$ cat config.mk
export PLATFORM = sky130hd
export DESIGN_NAME = dcache_controller
export DESIGN_NICKNAME = d
export VERILOG_FILES = /design/src/rtl/dcache_pkg.sv /design/src/rtl/dcache_tag_array.sv /design/src/rtl/dcache_controller.sv
export SDC_FILE = /design/constraint.sdc
export NUM_CORES = 1
export LEC_CHECK = 0
export CORE_MARGIN = 10
export CORE_UTILIZATION = 52
export CTS_CLUSTER_DIAMETER = 60
export DETAILED_ROUTE_END_ITERATION = 8
export GPL_TIMING_DRIVEN = 0
export PLACE_DENSITY = 0.9
export SLEW_MARGIN = 20
export SYNTH_ARGS = -nofsm -noshare
export SYNTH_HDL_FRONTEND = slang
export SYNTH_HIERARCHICAL = 1
export SYNTH_SLANG_ARGS = --single-unit
$ cat constraint.sdc
create_clock -name CLK -period 8.6 [get_ports CLK]
set_input_delay 0.86 -clock CLK [delete_from_list [all_inputs] [get_ports CLK]]
set_output_delay 0.86 -clock CLK [all_outputs]
set_load 0.01 [all_outputs]
$ cat src/rtl/dcache_pkg.sv
`default_nettype none
// ============================================================================
//  Module      : dcache_pkg
//  Description : Shared FSM state encoding and default geometry for the
//                data-cache controller.
//  Revision    : 1.0  initial release
// ============================================================================
package dcache_pkg;

    localparam int DEF_ADDR_W  = 10;
    localparam int DEF_DATA_W  = 32;
    localparam int DEF_OFF_W   = 2;
    localparam int DEF_IDX_W   = 5;
    localparam int DEF_MEM_LAT = 4;

    typedef enum logic [1:0] {
        ST_IDLE   = 2'd0,
        ST_REFILL = 2'd1,
        ST_WRITE  = 2'd2,
        ST_DONE   = 2'd3
    } state_t;

endpackage : dcache_pkg
`default_nettype wire

$ cat src/rtl/dcache_tag_array.sv
`default_nettype none
// ============================================================================
//  Module      : dcache_tag_array
//  Description : Direct-mapped tag/valid store, async clear, comb lookup,
//                single write port.
//  Revision    : 1.0  initial release
// ============================================================================
module dcache_tag_array #(
    parameter int IDX_W = 5,
    parameter int TAG_W = 3
) (
    input  logic             CLK,
    input  logic             RST,
    input  logic [IDX_W-1:0] rd_idx,
    output logic             rd_valid,
    output logic [TAG_W-1:0] rd_tag,
    input  logic             wr_en,
    input  logic [IDX_W-1:0] wr_idx,
    input  logic [TAG_W-1:0] wr_tag
);

    localparam int LINES = 1 << IDX_W;

    logic [LINES-1:0] valid_q, valid_d;
    logic [TAG_W-1:0] tag_q [LINES];
    logic [TAG_W-1:0] tag_d [LINES];

    always_comb begin
        valid_d = valid_q;
        tag_d   = tag_q;
        if (wr_en) begin
            valid_d[wr_idx] = 1'b1;
            tag_d[wr_idx]   = wr_tag;
        end
    end

    always_ff @(posedge CLK or posedge RST) begin
        if (RST) begin
            valid_q <= '0;
            for (int i = 0; i < LINES; i++) tag_q[i] <= '0;
        end else begin
            valid_q <= valid_d;
            tag_q   <= tag_d;
        end
    end

    assign rd_valid = valid_q[rd_idx];
    assign rd_tag   = tag_q[rd_idx];

endmodule : dcache_tag_array
`default_nettype wire

$ cat src/rtl/dcache_controller.sv
`default_nettype none
// ============================================================================
//  Module      : dcache_controller
//  Description : Direct-mapped write-through, no-write-allocate D-cache FSM.
//                Define DCACHE_STATS_EN to add saturating hit/miss counters.
//  Revision    : 1.0  initial release
// ============================================================================
module dcache_controller
    import dcache_pkg::*;
#(
    parameter int ADDR_W  = DEF_ADDR_W,
    parameter int DATA_W  = DEF_DATA_W,
    parameter int OFF_W   = DEF_OFF_W,
    parameter int IDX_W   = DEF_IDX_W,
    parameter int MEM_LAT = DEF_MEM_LAT
) (
    input  logic              CLK,
    input  logic              RST,
    input  logic              cpu_rd,
    input  logic              cpu_wr,
    input  logic [ADDR_W-1:0] cpu_addr,
    input  logic [DATA_W-1:0] cpu_wdata,
    output logic [DATA_W-1:0] cpu_rdata,
    output logic              stall,
    output logic [IDX_W-1:0]  cache_idx,
    output logic [OFF_W-1:0]  cache_off,
    output logic              cache_we,
    output logic [DATA_W-1:0] cache_wdata,
    input  logic [DATA_W-1:0] cache_rdata,
    output logic [ADDR_W-1:0] mem_addr,
    output logic              mem_we,
    output logic [DATA_W-1:0] mem_wdata,
    input  logic [DATA_W-1:0] mem_rdata
`ifdef DCACHE_STATS_EN
    ,
    output logic [15:0]       hit_cnt,
    output logic [15:0]       miss_cnt
`endif
);

    localparam int TAG_W  = ADDR_W - IDX_W - OFF_W;
    localparam int LINE_W = TAG_W + IDX_W;
    localparam int WAIT_W = $clog2(MEM_LAT + 1);

    state_t              state_q, state_d;
    logic [WAIT_W-1:0]   wait_q, wait_d;
    logic [OFF_W-1:0]    word_q, word_d;
    logic [LINE_W-1:0]   line_q, line_d;

    logic [TAG_W-1:0]    req_tag;
    logic [IDX_W-1:0]    req_idx;
    logic [OFF_W-1:0]    req_off;
    logic                lk_valid;
    logic [TAG_W-1:0]    lk_tag;
    logic                hit;
    logic                wait_last;
    logic                tag_we;

    assign req_tag   = cpu_addr[ADDR_W-1 -: TAG_W];
    assign req_idx   = cpu_addr[OFF_W +: IDX_W];
    assign req_off   = cpu_addr[OFF_W-1:0];
    assign hit       = lk_valid && (lk_tag == req_tag);
    assign wait_last = (wait_q == WAIT_W'(MEM_LAT - 1));

    dcache_tag_array #(
        .IDX_W (IDX_W),
        .TAG_W (TAG_W)
    ) u_tags (
        .CLK      (CLK),
        .RST      (RST),
        .rd_idx   (req_idx),
        .rd_valid (lk_valid),
        .rd_tag   (lk_tag),
        .wr_en    (tag_we),
        .wr_idx   (line_q[IDX_W-1:0]),
        .wr_tag   (line_q[LINE_W-1:IDX_W])
    );

    always_comb begin
        state_d     = state_q;
        wait_d      = wait_q;
        word_d      = word_q;
        line_d      = line_q;
        stall       = 1'b0;
        tag_we      = 1'b0;
        cache_we    = 1'b0;
        cache_wdata = cpu_wdata;
        cache_idx   = req_idx;
        cache_off   = req_off;
        mem_addr    = cpu_addr;
        mem_we      = 1'b0;
        mem_wdata   = cpu_wdata;
        unique case (state_q)
            ST_IDLE: begin
                if (cpu_wr) begin
                    stall    = 1'b1;
                    cache_we = hit;
                    wait_d   = '0;
                    state_d  = ST_WRITE;
                end else if (cpu_rd && !hit) begin
                    stall   = 1'b1;
                    wait_d  = '0;
                    word_d  = '0;
                    line_d  = {req_tag, req_idx};
                    state_d = ST_REFILL;
                end
            end
            // The missing line address is latched so a dropped request still refills.
            ST_REFILL: begin
                stall       = 1'b1;
                cache_idx   = line_q[IDX_W-1:0];
                cache_off   = word_q;
                cache_wdata = mem_rdata;
                mem_addr    = {line_q, word_q};
                if (wait_last) begin
                    cache_we = 1'b1;
                    wait_d   = '0;
                    word_d   = word_q + OFF_W'(1);
                    if (word_q == '1) begin
                        tag_we  = 1'b1;
                        state_d = ST_DONE;
                    end
                end else begin
                    wait_d = wait_q + WAIT_W'(1);
                end
            end
            ST_WRITE: begin
                stall = 1'b1;
                if (wait_last) begin
                    mem_we  = 1'b1;
                    wait_d  = '0;
                    state_d = ST_DONE;
                end else begin
                    wait_d = wait_q + WAIT_W'(1);
                end
            end
            ST_DONE: state_d = ST_IDLE;
            default: state_d = ST_IDLE;
        endcase
        cpu_rdata = (cpu_rd && !stall) ? cache_rdata : '0;
    end

    always_ff @(posedge CLK or posedge RST) begin
        if (RST) begin
            state_q <= ST_IDLE;
            wait_q  <= '0;
            word_q  <= '0;
            line_q  <= '0;
        end else begin
            state_q <= state_d;
            wait_q  <= wait_d;
            word_q  <= word_d;
            line_q  <= line_d;
        end
    end

`ifdef DCACHE_STATS_EN
    logic        retire_hit_q, retire_hit_d;
    logic [15:0] hit_cnt_q, hit_cnt_d;
    logic [15:0] miss_cnt_q, miss_cnt_d;
    logic        hit_inc, miss_inc;

    // Stalled accesses retire in DONE; the hit/miss verdict is captured when they leave IDLE.
    always_comb begin
        retire_hit_d = retire_hit_q;
        hit_inc      = 1'b0;
        miss_inc     = 1'b0;
        if (state_q == ST_IDLE) begin
            if (cpu_wr)           retire_hit_d = hit;
            else if (cpu_rd && hit) hit_inc    = 1'b1;
            else if (cpu_rd)      retire_hit_d = 1'b0;
        end else if (state_q == ST_DONE) begin
            hit_inc  = retire_hit_q;
            miss_inc = !retire_hit_q;
        end
        hit_cnt_d  = (hit_inc  && hit_cnt_q  != 16'hFFFF) ? hit_cnt_q  + 16'd1 : hit_cnt_q;
        miss_cnt_d = (miss_inc && miss_cnt_q != 16'hFFFF) ? miss_cnt_q + 16'd1 : miss_cnt_q;
    end

    always_ff @(posedge CLK or posedge RST) begin
        if (RST) begin
            retire_hit_q <= 1'b0;
            hit_cnt_q    <= '0;
            miss_cnt_q   <= '0;
        end else begin
            retire_hit_q <= retire_hit_d;
            hit_cnt_q    <= hit_cnt_d;
            miss_cnt_q   <= miss_cnt_d;
        end
    end

    assign hit_cnt  = hit_cnt_q;
    assign miss_cnt = miss_cnt_q;
`endif

`ifndef SYNTHESIS
    a_store_held: assert property (@(posedge CLK) disable iff (RST)
        (state_q == ST_WRITE) |-> cpu_wr);
`endif

endmodule : dcache_controller
`default_nettype wire

==> impl_metrics.tcl <==
set metrics [dict create \
    status "finished, final reports clean" \
    end_kind "output pin" \
    netlist_top_cells_count "mux2_2, dfrtp_1, mux4_2, buf_4, and3_1" \
    start_util_pct 53.0 \
    postCtsSetupBuffers 0 \
    ctsHoldBuffers 0 \
    ir_drop_mv 0.143 \
    yosysMostFrequentCell "mux2_2" \
    drv_slew 0 \
    ioPinCount 226 \
    grt_use_total_pct 26.8 \
    crit_path_max_fanout 10 \
    routed_wirelength_um 27300 \
    syn_to_final_growth_pct 41.5 \
    ys_async_sr_fraction_pct 100 \
    place_area_mm2 0.0102 \
    finalClockSkew_ps 6.00 \
    hpwl_um 20400 \
    finalHoldViolCount 0 \
    timing.fmax_ghz 0.155 \
    maxSlewHeadroom_pct 45.3 \
    cts_tree "done" \
    fp.dieW_um 141 \
    clock_path_buffers 2 \
    rows 44 \
    worstPathArrival_ps 5580 \
    core_region_area_mm2 0.0145 \
    clock_sinks 143 \
    ys_seq_area_share_pct 46.6 \
    n_antenna_cell 0 \
    crit_required_ps 7740 \
    antenna_found_initial 0 \
    synth-seq-cells 143 \
    setup_viol 0 \
    die_y_um 141 \
    die_area_mm2 0.0200 \
    synth_fp_nets 694 \
    yosys_warnings 6 \
    ys_types 37 \
    first_global_vias 6582 \
    clk_pin_slew_worst_paths_ps 50 \
    powerDensity_mw_per_mm2 253 \
    min_period_over_period_pct 74.9 \
    yosys.area.top_type "dfrtp_1" \
    finalInstanceArea_mm2 0.0109 \
    setup-tns-final_ps 0 \
    grt_pass1_wl_um 40600 \
    synth_top_area_share_pct 46.6 \
    drt_pass1_iterations 5 \
    grt_overflow_total 0 \
    buffer_ports.inserted 225 \
    worst_pin_slew_ps 820 \
    ctsResizeCount 0 \
    fin_cells 1020 \
    start_kind "input pin" \
    p_leak_nw 5.04 \
    clk_latency_ps 440 \
    nNetsFinal 939 \
    dp_cells 988 \
    h-tree-depth 4 \
    post-route-drc-count 0 \
    ant_nets 0 \
    drv_cap 0 \
    viasPerCell 6.03 \
    syn_inst 578 \
    drt-initial-drc-count 655 \
    yosys_most_used_dff "dfrtp_1" \
    critPathKind "input pin to output pin" \
    synth_area_per_cell_um2 13.3 \
    grt_max_degree 89 \
    rsz0062_at_grt "false" \
    wl_per_cell_um 26.8 \
    hold_start "u_tags/valid_q[15]$_DFFE_PP0P_" \
    cts_buffers 17 \
    hold_path.class "flop to flop" \
    root_buffer "clkbuf_16" \
    route.vias.total 6151 \
    gp_congestion 0.919 \
    fin_crit_ps 6440 \
    syn_area_mm2 0.00767 \
    synthTopCellsByArea "dfrtp_1, mux2_2, mux4_2" \
    r2r_start "u_tags/tag_q[51]$_DFFE_PP0P_" \
    cp-startpoint "cpu_addr[4]" \
    layout-drive-gt1-share_pct 34.2 \
    synth_edf_count 0 \
]
## worst max-delay path: stages
cell	delay, ps
clkdlybuf4s50_1	510
clkbuf_1	290
clkbuf_1	650
mux4_2	450
mux4_2	500
mux2_2	310
xnor2_1	300
nand4_1	200
o211ai_1	340
clkbuf_1	340
and3_1	250
clkdlybuf4s50_1	550
## cells by family (layout without fill, tap and decap cells)
| kind of cell | after synthesis | after routing | synth area share [%] |
|---|---|---|---|
| buffers and inverters | 81 | 339 | 6.18 |
| adders and majority gates | 6 | 6 | 0.978 |
| muxes | 192 | 192 | 34.0 |
| AOI/OAI and AO/OA | 23 | 23 | 2.14 |
| DFF | 143 | 143 | 46.6 |
| and+or+nand+nor | 130 | 130 | 9.72 |
| xor gates and xnor gates | 3 | 3 | 0.342 |
## metrics by stage
step                power [mW]  setup WS (ps)  utilization (%)  hold slack [ps]
finish                    2.75           2160             75.0              461
global route              2.85           1930             75.0              475
CTS                       2.74           2180             75.0              463
detailed placement        1.89           2220             70.4              449
global placement          1.86           2320             70.1              444
floorplan                 1.33           4130                -              429
## state kept, by name, indices dropped and copies added, names as in the netlist
| signal | cells |
|---|---|
| u_tags/tag_q | 96 |
| u_tags/valid_q | 32 |
| line_q | 8 |
| wait_q | 3 |
| state_q | 2 |
| word_q | 2 |
## area by class of cell
type | count | area (µm²)
sequential | 143 | 3580
clock inverter | 12 | 213
fill | 824 | 3620
timing repair buffer | 226 | 2280
tap | 184 | 230
buffer | 71 | 437
clock buffer | 20 | 457
inverter | 10 | 42.5
multi-input combinational | 354 | 3620
## metal layers
metal | track usage (%) | part of all wire [%] | vias to the layer above
met5 | 0 | 0 | -
met4 | 11.5 | 4.1 | 0
met3 | 7.78 | 8.9 | 96
met2 | 46.1 | 51 | 381
met1 | 30.4 | 36 | 3120
li1 | - | - | 2554
## cell usage in the layout, fill, tap and decap left out, types with 4 or more instances in the layout
cell type / netlist / routed
nor3b_1: 4 / 4
nor2_1: 20 / 20
clkinv_2: 0 / 5
inv_1: 10 / 9
clkbuf_1: 24 / 25
ha_1: 6 / 6
clkbuf_16: 0 / 17
nand2b_1: 19 / 19
buf_4: 39 / 39
clkdlybuf4s50_1: 0 / 225
bufinv_16: 0 / 6
buf_1: 4 / 4
mux4_2: 40 / 40
dfrtp_1: 143 / 143
nand3b_1: 8 / 8
nand2_1: 19 / 19
or2_2: 16 / 16
mux2_2: 150 / 150
o21ai_0: 9 / 9
and3_1: 33 / 33
## power breakdown
group / internal [mW] / total, mW / switching, mW
Clock: 0.556 / 0.838 / 0.283
Combinational: 0.559 / 1.11 / 0.555
Sequential: 0.721 / 0.795 / 0.0736
Total: 1.84 / 2.75 / 0.911
## worst paths after layout
check / depth (start not counted) / slack (ps) / end
worst max-delay path: 12 / 2160 / cpu_rdata[5]
worst min-delay path: 1 / 460 / u_tags/valid_q[15]$_DFFE_PP0P_
worst max register to register: 7 / 5160 / line_q[2]$_DFFE_PP0P_
worst min register to register: 1 / 460 / u_tags/valid_q[15]$_DFFE_PP0P_
max in group asynchronous: 3 / 7030 / u_tags/tag_q[79]$_DFFE_PP0P_
min in group asynchronous: 2 / 820 / u_tags/valid_q[4]$_DFFE_PP0P_
Power figures use the tool's default switching activity.
